## config.mk

```make
export PLATFORM = sky130hd
export DESIGN_NAME = decoding_stage_controller
export DESIGN_NICKNAME = d
export VERILOG_FILES = /design/src/rtl/decoding_stage_controller_pkg.sv /design/src/rtl/decoding_stage_controller_settle.sv /design/src/rtl/decoding_stage_controller.sv
export SDC_FILE = /design/constraint.sdc
export NUM_CORES = 1
export LEC_CHECK = 0
export ABC_AREA = 1
export BUFFER_PORTS_ARGS = -buffer_cell sky130_fd_sc_hd__buf_2
export CORE_AREA = 5 5 71 73
export CTS_BUF_LIST = sky130_fd_sc_hd__clkbuf_16
export DETAILED_ROUTE_END_ITERATION = 10
export DIE_AREA = 0 0 76 78
export PLACE_DENSITY = 0.73
export SLEW_MARGIN = 10
export SYNTH_ARGS = -nofsm -noshare
export SYNTH_HDL_FRONTEND = slang
export SYNTH_SLANG_ARGS = --single-unit
export TNS_END_PERCENT = 5
```

## constraint.sdc

```tcl
create_clock -name clk -period 2.3 [get_ports clk]
set_input_delay 0.46 -clock clk [delete_from_list [all_inputs] [get_ports clk]]
set_output_delay 0.46 -clock clk [all_outputs]
set_load 0.05 [all_outputs]
```

## src/rtl/decoding_stage_controller_pkg.sv

```systemverilog
// rtl/decoding_stage_controller_pkg.sv - stage codes shared by the controller and the PU array
package decoding_stage_controller_pkg;

    localparam int STAGE_WIDTH  = 3;
    localparam int SETTLE_WIDTH = 8;

    localparam logic [STAGE_WIDTH-1:0] STAGE_IDLE                = 3'd0;
    localparam logic [STAGE_WIDTH-1:0] STAGE_MEASUREMENT_LOADING = 3'd1;
    localparam logic [STAGE_WIDTH-1:0] STAGE_GROW                = 3'd2;
    localparam logic [STAGE_WIDTH-1:0] STAGE_MERGE               = 3'd3;
    localparam logic [STAGE_WIDTH-1:0] STAGE_PEELING             = 3'd4;
    localparam logic [STAGE_WIDTH-1:0] STAGE_RESULT_VALID        = 3'd5;

    // True for the stages that make up an active decode (LOADING through PEELING)
    function automatic logic stage_is_working(input logic [STAGE_WIDTH-1:0] stage);
        return (stage == STAGE_MEASUREMENT_LOADING) || (stage == STAGE_GROW) ||
               (stage == STAGE_MERGE) || (stage == STAGE_PEELING);
    endfunction

endpackage

```

## src/rtl/decoding_stage_controller_settle.sv

```systemverilog
// rtl/decoding_stage_controller_settle.sv - per-stage dwell counter gated with aggregated PU busy
module stage_settle_counter
    import decoding_stage_controller_pkg::*;
#(
    parameter int PU_COUNT = 8
) (
    input  logic                    clk,
    input  logic                    reset,
    input  logic                    clear,
    input  logic                    enable,
    input  logic [SETTLE_WIDTH-1:0] threshold,
    input  logic [PU_COUNT-1:0]     busy,
    output logic                    settled,
    output logic                    done
);

    logic [SETTLE_WIDTH-1:0] count;

    always_ff @(posedge clk) begin
        if (reset || clear) begin
            count <= '0;
        end else if (enable && !(&count)) begin
            count <= count + 1'b1;
        end
    end

    // count >= threshold-1, written without underflow for a zero threshold
    assign settled = ({1'b0, count} + 1'b1) >= {1'b0, threshold};
    assign done    = settled && ~|busy;

endmodule

```

## src/rtl/decoding_stage_controller.sv

```systemverilog
// rtl/decoding_stage_controller.sv - union-find stage sequencer; STAGE_CONTROLLER_CYCLE_COUNT_EN enables cycle_count
module decoding_stage_controller
    import decoding_stage_controller_pkg::*;
#(
    parameter int PU_COUNT       = 8,
    parameter int MERGE_SETTLE   = 3,
    parameter int PEEL_SETTLE    = 3,
    parameter int MAX_ITERATIONS = 16,
    parameter int ITER_WIDTH     = 5
) (
    input  logic                   clk,
    input  logic                   reset,
    input  logic [PU_COUNT-1:0]    measurements,
    input  logic                   meas_valid,
    output logic                   meas_ready,
    output logic [PU_COUNT-1:0]    measurement_to_pu,
    output logic [STAGE_WIDTH-1:0] global_stage,
    input  logic [PU_COUNT-1:0]    busy,
    input  logic [PU_COUNT-1:0]    odd,
    output logic                   result_valid,
    input  logic                   result_ready,
    output logic [ITER_WIDTH-1:0]  iteration_count,
    output logic                   timeout,
    output logic [31:0]            cycle_count
);

    localparam logic [SETTLE_WIDTH-1:0] MERGE_THRESHOLD = SETTLE_WIDTH'(MERGE_SETTLE);
    localparam logic [SETTLE_WIDTH-1:0] PEEL_THRESHOLD  = SETTLE_WIDTH'(PEEL_SETTLE);
    localparam logic [SETTLE_WIDTH-1:0] HOLD_THRESHOLD  = SETTLE_WIDTH'(2);
    localparam logic [ITER_WIDTH-1:0]   ITER_LIMIT      = ITER_WIDTH'(MAX_ITERATIONS);

    logic [STAGE_WIDTH-1:0]  next_stage;
    logic [SETTLE_WIDTH-1:0] threshold;
    logic                    settled;
    logic                    settle_done;
    logic                    accept;
    logic                    merge_exit_odd;

    assign meas_ready     = (global_stage == STAGE_IDLE);
    assign result_valid   = (global_stage == STAGE_RESULT_VALID);
    assign accept         = meas_valid && meas_ready;
    assign merge_exit_odd = (global_stage == STAGE_MERGE) && settle_done && |odd;

    // LOADING and GROW reuse the counter as a fixed two-cycle hold that ignores busy
    always_comb begin
        threshold = HOLD_THRESHOLD;
        case (global_stage)
            STAGE_MERGE:   threshold = MERGE_THRESHOLD;
            STAGE_PEELING: threshold = PEEL_THRESHOLD;
            default:       threshold = HOLD_THRESHOLD;
        endcase
    end

    stage_settle_counter #(
        .PU_COUNT (PU_COUNT)
    ) u_settle (
        .clk       (clk),
        .reset     (reset),
        .clear     (next_stage != global_stage),
        .enable    (stage_is_working(global_stage)),
        .threshold (threshold),
        .busy      (busy),
        .settled   (settled),
        .done      (settle_done)
    );

    always_comb begin
        next_stage = global_stage;
        case (global_stage)
            STAGE_IDLE: begin
                if (accept) next_stage = STAGE_MEASUREMENT_LOADING;
            end
            STAGE_MEASUREMENT_LOADING, STAGE_GROW: begin
                if (settled) next_stage = STAGE_MERGE;
            end
            STAGE_MERGE: begin
                if (settle_done) begin
                    if (!(|odd))                       next_stage = STAGE_PEELING;
                    else if (iteration_count == ITER_LIMIT) next_stage = STAGE_RESULT_VALID;
                    else                               next_stage = STAGE_GROW;
                end
            end
            STAGE_PEELING: begin
                if (settle_done) next_stage = STAGE_RESULT_VALID;
            end
            STAGE_RESULT_VALID: begin
                if (result_ready) next_stage = STAGE_IDLE;
            end
            default: next_stage = STAGE_IDLE;
        endcase
    end

    always_ff @(posedge clk) begin
        if (reset) begin
            global_stage      <= STAGE_IDLE;
            measurement_to_pu <= '0;
            iteration_count   <= '0;
            timeout           <= 1'b0;
        end else begin
            global_stage <= next_stage;
            if (accept) begin
                measurement_to_pu <= measurements;
                iteration_count   <= '0;
                timeout           <= 1'b0;
            end else if (merge_exit_odd) begin
                if (iteration_count >= ITER_LIMIT) timeout <= 1'b1;
                else                              iteration_count <= iteration_count + 1'b1;
            end
        end
    end

`ifdef STAGE_CONTROLLER_CYCLE_COUNT_EN
    always_ff @(posedge clk) begin
        if (reset || accept) begin
            cycle_count <= '0;
        end else if (stage_is_working(global_stage) && !(&cycle_count)) begin
            cycle_count <= cycle_count + 32'd1;
        end
    end
`else
    assign cycle_count = '0;
`endif

endmodule

```

==> impl_metrics.yaml, run 1 <==
run_status:
  status: "finished, violations left"
  violations: "setup timing"
global_route:
  grt_use_total_pct: 12.7
  grt_pass1_vias: 1538
  antenna_found_initial: 0
  gr-total-overflow: 0
  grt_max_degree: 15
  grt_pass1_wl_um: 6470
timing:
  hold_violations: 0
  max_freq_mhz: 432
  rsz0062_at_grt: "true"
  setup_viol: 8
  fin_worst_skew_ns: 0.00238
  finalCriticalPeriod_ns: 2.32
  finalCritPeriodShare_pct: 101
  final.setup.worst_slack_ns: -0.0162
  slew_violations: 0
final_layout:
  num-fill-cells: 434
  design_area_um2: 2150
  drive_gt1_share_pct: 35.5
  mostFrequentLayoutCell: "nand2_1"
  syn_to_final_growth_pct: 23.7
  nets: 346
  num_antenna_cells: 0
  layout_common_cells: "54 x nand2_1, 46 x buf_2, 32 x conb_1, 24 x inv_1, 22 x dfxtp_1"
logic_synthesis:
  avgSynthCellArea_um2: 6.89
  synth-warning-count: 0
  syn_inst: 252
  synthesis.area_um2: 1740
  ys_seq_elements: 25
  yosysUniqueCellTypes: 31
  synth_seq_area_share_pct: 28.8
pwr:
  p_int_w: 0.00126
  swShare_pct: 50.4
  p_leak_nw: 1.08
  clkPwrFrac_pct: 15.0
  totalPowerFinal_w: 0.00255
  power.density_nw_per_um2: 1190
  pwr-share-seq_pct: 25.1
  power.net_switching_w: 0.00129
  combPwrFrac_pct: 59.9
  ir_worst_vdd_mv: 0.821
critical_path:
  path_cells: "inv_6, nor3_4, inv_2, nand2_2, ha_4, inv_2, nand2_1, nand2_1, nand2_1, nor2_1, nand2_1, nor2_2, nand2_2, nand3_2, nand2_2, nor2_4, nand2_1, nand2_1, nand2_2, nand2_4, nor2_2"
  cp_top_family: "simple AND/OR/NAND/NOR gates"
  cp.required_ns: 2.45
  reg2reg_slack_ns: -0.02
  critical_path_class: "reg -> reg"
  max_stage_delay_ns: 0.41
  critPathMostFrequentCell: "nand2_1"
  start_kind: "flip-flop"
  critPathMaxFanout: 8
  arrival_ns: 2.47
  cp_slowest_cell: "dfxtp_4"
  end_kind: "flip-flop"
  critPathBufInv: 3
route:
  drtPass1Iterations: 4
  wire_per_inst_um: 10.8
  viasPerCell: 4.50
  antenna_left: 0
  dr.first_iter.drc_count: 58
  route.vias.total: 1644
  drc: 0
  wl_um: 3960
clock_tree:
  cts_max_level: 1
  clockBufferDepth: 2
  cts_made_buffers: 3
  cts_root_buf: "clkbuf_16"
  path_clk_slew_ns: 0.06
  cts_tree: "done"
  clock_latency_ns: 0.26
  cts_num_sinks: 25
floorplan:
  floorplan.rows: 24
  io_pins: 79
  start_util_pct: 40.4
  fp.dieArea_um2: 5930
  core-area_um2: 4290
  die_x_um: 76
  chipHeight_um: 78
placed_design:
  gp_congestion: 0.901
  postPlaceCellArea_um2: 1960
  place.port_buffers: 46
  dp_hpwl_um: 3120
run:
  cap_violations: 0
hold_path:
  hp-class: "reg -> reg"
[path summary, 6_finish.rpt]
| kind | to | cells after the start | from |
|---|---|---|---|
| max | u_settle.count[2] | 21 | global_stage[0] |
| max reg2reg | u_settle.count[2] | 21 | global_stage[0] |
| min reg2reg | measurement_to_pu[5] | 2 | measurement_to_pu[5] |
| min | measurement_to_pu[5] | 2 | measurement_to_pu[5] |
[cells by family after synthesis]
family / count (synthesis) / share of synthesized area, %
AND/OR/NAND/NOR: 123 / 35.4
buffers and inverters: 65 / 21.0
AO/OA/AOI/OAI: 30 / 9.51
flip-flops: 25 / 28.8
adder cells (fa/ha/maj): 4 / 2.88
XOR/XNOR: 2 / 1.01
multiplexers: 2 / 1.22
other: 1 / 0.216
[cells in the mapped netlist, drive strengths merged]
cell type	n	area (µm²)
ha	4	50.1
dfxtp	25	500
xor2	2	17.5
o21ai	13	68.8
a21oi	17	96.4
conb	1	3.75
mux2i	1	10.0
nor3	3	25.0
clkbuf	1	3.75
mux2	1	11.3
and2	1	6.26
nor2	27	141
nand3	18	105
inv	31	116
nor4	4	25.0
or2	1	6.26
nand2	64	273
nand4	4	25.0
buf	33	244
nand3b	1	7.51
[power groups by stage]
stage | combinational (W) | clock, W | sequential, W
6_report | 0.00153 | 0.000382 | 0.000639
5_1_grt | 0.00168 | 0.000414 | 0.000651
4_1_cts | 0.00136 | 0.000392 | 0.000622
3_5_place_dp | 0.00134 | 0 | 0.000631
3_3_place_gp | 0.00132 | 0 | 0.000627
2_1_floorplan | 0.000964 | 0 | 0.000773
[through the flow]
step	setup TNS [ns]	utilization (%)	instances	setup slack, ns	hold slack (ns)
finish	-0.0893	50.0	365	-0.0162	0.458
global route	-2.35	50.0	365	-0.272	0.456
CTS	0	48.1	358	0.00190	0.461
detailed placement	-0.0995	45.7	352	-0.0161	0.452
global placement	0	45.7	352	0.0680	0.448
floorplan	0	-	283	0.0150	0.568
[flip-flops by register name, indices dropped and copies added, names as in the netlist]
signal / flops
timeout: 1
measurement_to_pu: 8
u_settle.count: 8
global_stage: 3
iteration_count: 5
[layer usage]
metal	vias up	wire length (µm)	part of all wire [%]	GRT usage (%)
li1	860	-	-	-
met1	733	1650	42	14.5
met2	45	1990	50	23.0
met3	6	252	6.4	3.70
met4	0	59	1.5	3.56
met5	-	0	0	0
[layout make-up]
cell class / count / area [µm²] / area share [%]
multi-input combinational: 193 / 1030 / 48.2
sequential: 25 / 512 / 23.8
timing repair buffer: 60 / 335 / 15.6
inverter: 31 / 121 / 5.65
clock buffer: 3 / 75.1 / 3.49
tap: 52 / 65.1 / 3.03
clock inverter: 1 / 5.00 / 0.233
[worst reg2reg max path, stage by stage (launching register included)]
cell and delay [ns]:
dfxtp_4 0.41, inv_6 0.05, nor3_4 0.18, inv_2 0.07, nand2_2 0.09, ha_4 0.20
inv_2 0.04, nand2_1 0.04, nand2_1 0.05, nand2_1 0.05, nor2_1 0.09, nand2_1 0.07
nor2_2 0.11, nand2_2 0.10, nand3_2 0.09, nand2_2 0.07, nor2_4 0.13, nand2_1 0.06
nand2_1 0.07, nand2_2 0.06, nand2_4 0.14, nor2_2 0.05
[repair_timing]
action,4_1_cts,5_1_grt
setup buffers,2,7
pin swaps,3,15
resized for setup,2,8
hold buffers,0,0
setup endpoints to repair,8,17
cloned,0,0
(Power assumes the default switching activity.)
==> inputs of run 2 (changes only) <==
--- a/config.mk
+++ b/config.mk
@@ -5,13 +5,12 @@
 export SDC_FILE = /design/constraint.sdc
 export NUM_CORES = 1
 export LEC_CHECK = 0
-export ABC_AREA = 1
 export BUFFER_PORTS_ARGS = -buffer_cell sky130_fd_sc_hd__buf_2
-export CORE_AREA = 5 5 71 73
+export CORE_AREA = 5 5 70 72
 export CTS_BUF_LIST = sky130_fd_sc_hd__clkbuf_16
 export DETAILED_ROUTE_END_ITERATION = 10
-export DIE_AREA = 0 0 76 78
-export PLACE_DENSITY = 0.73
+export DIE_AREA = 0 0 75 77
+export PLACE_DENSITY = 0.76
 export SLEW_MARGIN = 10
 export SYNTH_ARGS = -nofsm -noshare
 export SYNTH_HDL_FRONTEND = slang
==> impl_metrics.yaml, run 2 <==
logic_synthesis:
  yosysUniqueCellTypes: 44
  async_flop_share_pct: 0
  syn_inst: 230
  synthesis.area_um2: 1750
  synth_seq_area_share_pct: 28.5
  synth_flop_cell: "dfxtp_1"
  netlist_top_cells_area: "dfxtp_1 29%, buf_4 14%, nand2_1 7.1%, o21ai_0 4.6%, a21oi_1 4.3%"
  synth_top_cell_area_share_pct: 28.5
  synth_area_leader_cell: "dfxtp_1"
  synth_top_cells_by_count: "33 x nand2_1, 32 x buf_4, 25 x dfxtp_1"
  synth_edf_count: 0
  synthMostInstantiatedCell: "nand2_1"
  synth-warning-count: 0
  avgSynthCellArea_um2: 7.63
  ys_seq_elements: 25
clock_tree:
  cts_max_level: 1
  path_clk_slew_ns: 0.07
  clockBufferDepth: 2
  cts_hold_buf: 0
  cts_made_buffers: 3
  cts_num_sinks: 25
  cts_root_buf: "clkbuf_16"
  cts_tree: "done"
  clock_latency_ns: 0.26
floorplan:
  fp.dieArea_um2: 5780
  die_x_um: 75
  floorplan.rows: 24
  start_util_pct: 41.4
  io_pins: 79
  chipHeight_um: 77
  core-area_um2: 4230
route:
  viasPerCell: 5.05
  drc: 0
  dr.first_iter.drc_count: 49
  route.vias.total: 1697
  wl_um: 4150
  antenna_left: 0
  wire_per_inst_um: 12.3
  drtPass1Iterations: 4
global_route:
  antenna_found_initial: 0
  grt_pass1_vias: 1586
  grt_pass1_wl_um: 6730
  grt_max_degree: 17
  gr-total-overflow: 0
  grt_use_total_pct: 14.3
timing:
  slew_headroom_pct: 63.9
  finalCritPeriodShare_pct: 96.6
  max_freq_mhz: 450
  setup_tns_ns: 0
  final.setup.worst_slack_ns: 0.0787
  fin_worst_skew_ns: 0.00590
  finalCriticalPeriod_ns: 2.22
  setup_viol: 0
  fin_hold_ws_ns: 0.426
  hold_violations: 0
  slew_violations: 0
  rsz0062_at_grt: "true"
  worst_slew_pin_slew_ns: 0.539
pwr:
  ir_worst_vdd_mv: 0.500
  p_leak_nw: 0.903
  power.density_nw_per_um2: 640
critical_path:
  critical_path_class: "reg -> reg"
  end_kind: "flip-flop"
  arrival_ns: 2.42
  start_kind: "flip-flop"
  critPathMaxFanout: 12
  cp.required_ns: 2.50
final_layout:
  num_antenna_cells: 0
  drive_gt1_share_pct: 27.1
  layout_common_cells: "46 x buf_2, 33 x nand2_1, 32 x conb_1, 22 x dfxtp_1, 15 x a21oi_1"
  mostFrequentLayoutCell: "buf_2"
  nets: 317
  reg_top3: "measurement_to_pu: 8 flops, u_settle.count: 8 flops, iteration_count: 5 flops"
  syn_to_final_growth_pct: 20.3
run:
  cap_violations: 0
run_status:
  status: "finished clean"
placed_design:
  place.port_buffers: 46
  gp_congestion: 0.832
  pre_cts_ws_ns: 0.0628
  dp_hpwl_um: 3330
hold_path:
  hp-class: "in -> reg"
==> run 2: cell count changes in the layout (fill, tap and decap cells not counted), sizes merged, moves of 4 or more <==
cell,before,now
nor2,27,13
nand2,64,33
inv,31,11
o21ai,13,17
nand3,18,9
or3,0,7
==> run 2: area by class of cell <==
class	count	area, µm²
Tap cell	52	65.1
Sequential cell	25	512
Fill cell	420	2120
Clock inverter	1	8.76
Clock buffer	3	75.1
Inverter	10	37.5
Multi-Input combinational cell	186	1080
Timing Repair Buffer	59	328
==> run 2: per-stage QoR <==
step	util (%)	cell area, µm²	power [W]	instances
after detailed placement	47.4	2010	0.000943	332
after floorplan	-	1910	0.000884	261
after global routing	49.8	2110	0.00141	336
after CTS	49.4	2090	0.00135	336
after global placement	47.4	2010	0.000939	332
final	49.8	2110	0.00135	336
==> run 2: kinds of logic (layout without fill, tap and decap cells) <==
| kind of cell | count (synthesis) | in the layout | share of synthesized area [%] |
|---|---|---|---|
| AO/OA/AOI/OAI | 51 | 51 | 19.6 |
| XOR/XNOR | 6 | 6 | 3.00 |
| adder cells (fa/ha/maj) | 4 | 4 | 2.85 |
| buffers and inverters | 50 | 73 | 17.8 |
| flip-flops | 25 | 25 | 28.5 |
| multiplexers | 3 | 3 | 1.71 |
| other | 1 | 32 | 0.214 |
| AND/OR/NAND/NOR | 90 | 90 | 26.2 |
==> run 2: layer usage <==
| metal | GRT usage, % | up-vias | routed length, µm |
|---|---|---|---|
| met2 | 24.7 | 55 | 2100 |
| met4 | 4.80 | 0 | 69 |
| met3 | 3.01 | 6 | 232 |
| li1 | - | 859 | - |
| met5 | 0 | - | 0 |
| met1 | 17.1 | 777 | 1750 |
==> run 2: path summary, 6_finish.rpt <==
path	from	cells after the start	slack, ns	end
max	global_stage[2]	9	0.08	u_settle.count[7]
min	measurements[7]	3	0.43	measurement_to_pu[7]
max reg2reg	global_stage[2]	9	0.08	u_settle.count[7]
min reg2reg	measurement_to_pu[7]	2	0.45	measurement_to_pu[7]
==> run 2: worst max-delay path, stage by stage (launching register included) <==
cell and delay (ns):
dfxtp_4 0.41, inv_2 0.07, nand3_2 0.09, o21ai_1 0.07, ha_1 0.29, o21ai_2 0.15, o2111ai_4 0.19, or3_4 0.41
a2111o_1 0.40, o21ai_2 0.06
==> run 2: repair_timing <==
item / 4_1_cts / 5_1_grt
endpoints found under the setup margin: 0 / 10
resized for setup: 0 / 3
buffers inserted: 0 / 0
==> run 2: report_power, final <==
part / internal [W] / leakage (nW) / switching [W]
Combinational: 0.000119 / 0.656 / 0.000344
Sequential: 0.000456 / 0.205 / 0.0000241
Clock: 0.000240 / 0.0415 / 0.000166
Total: 0.000815 / 0.903 / 0.000534
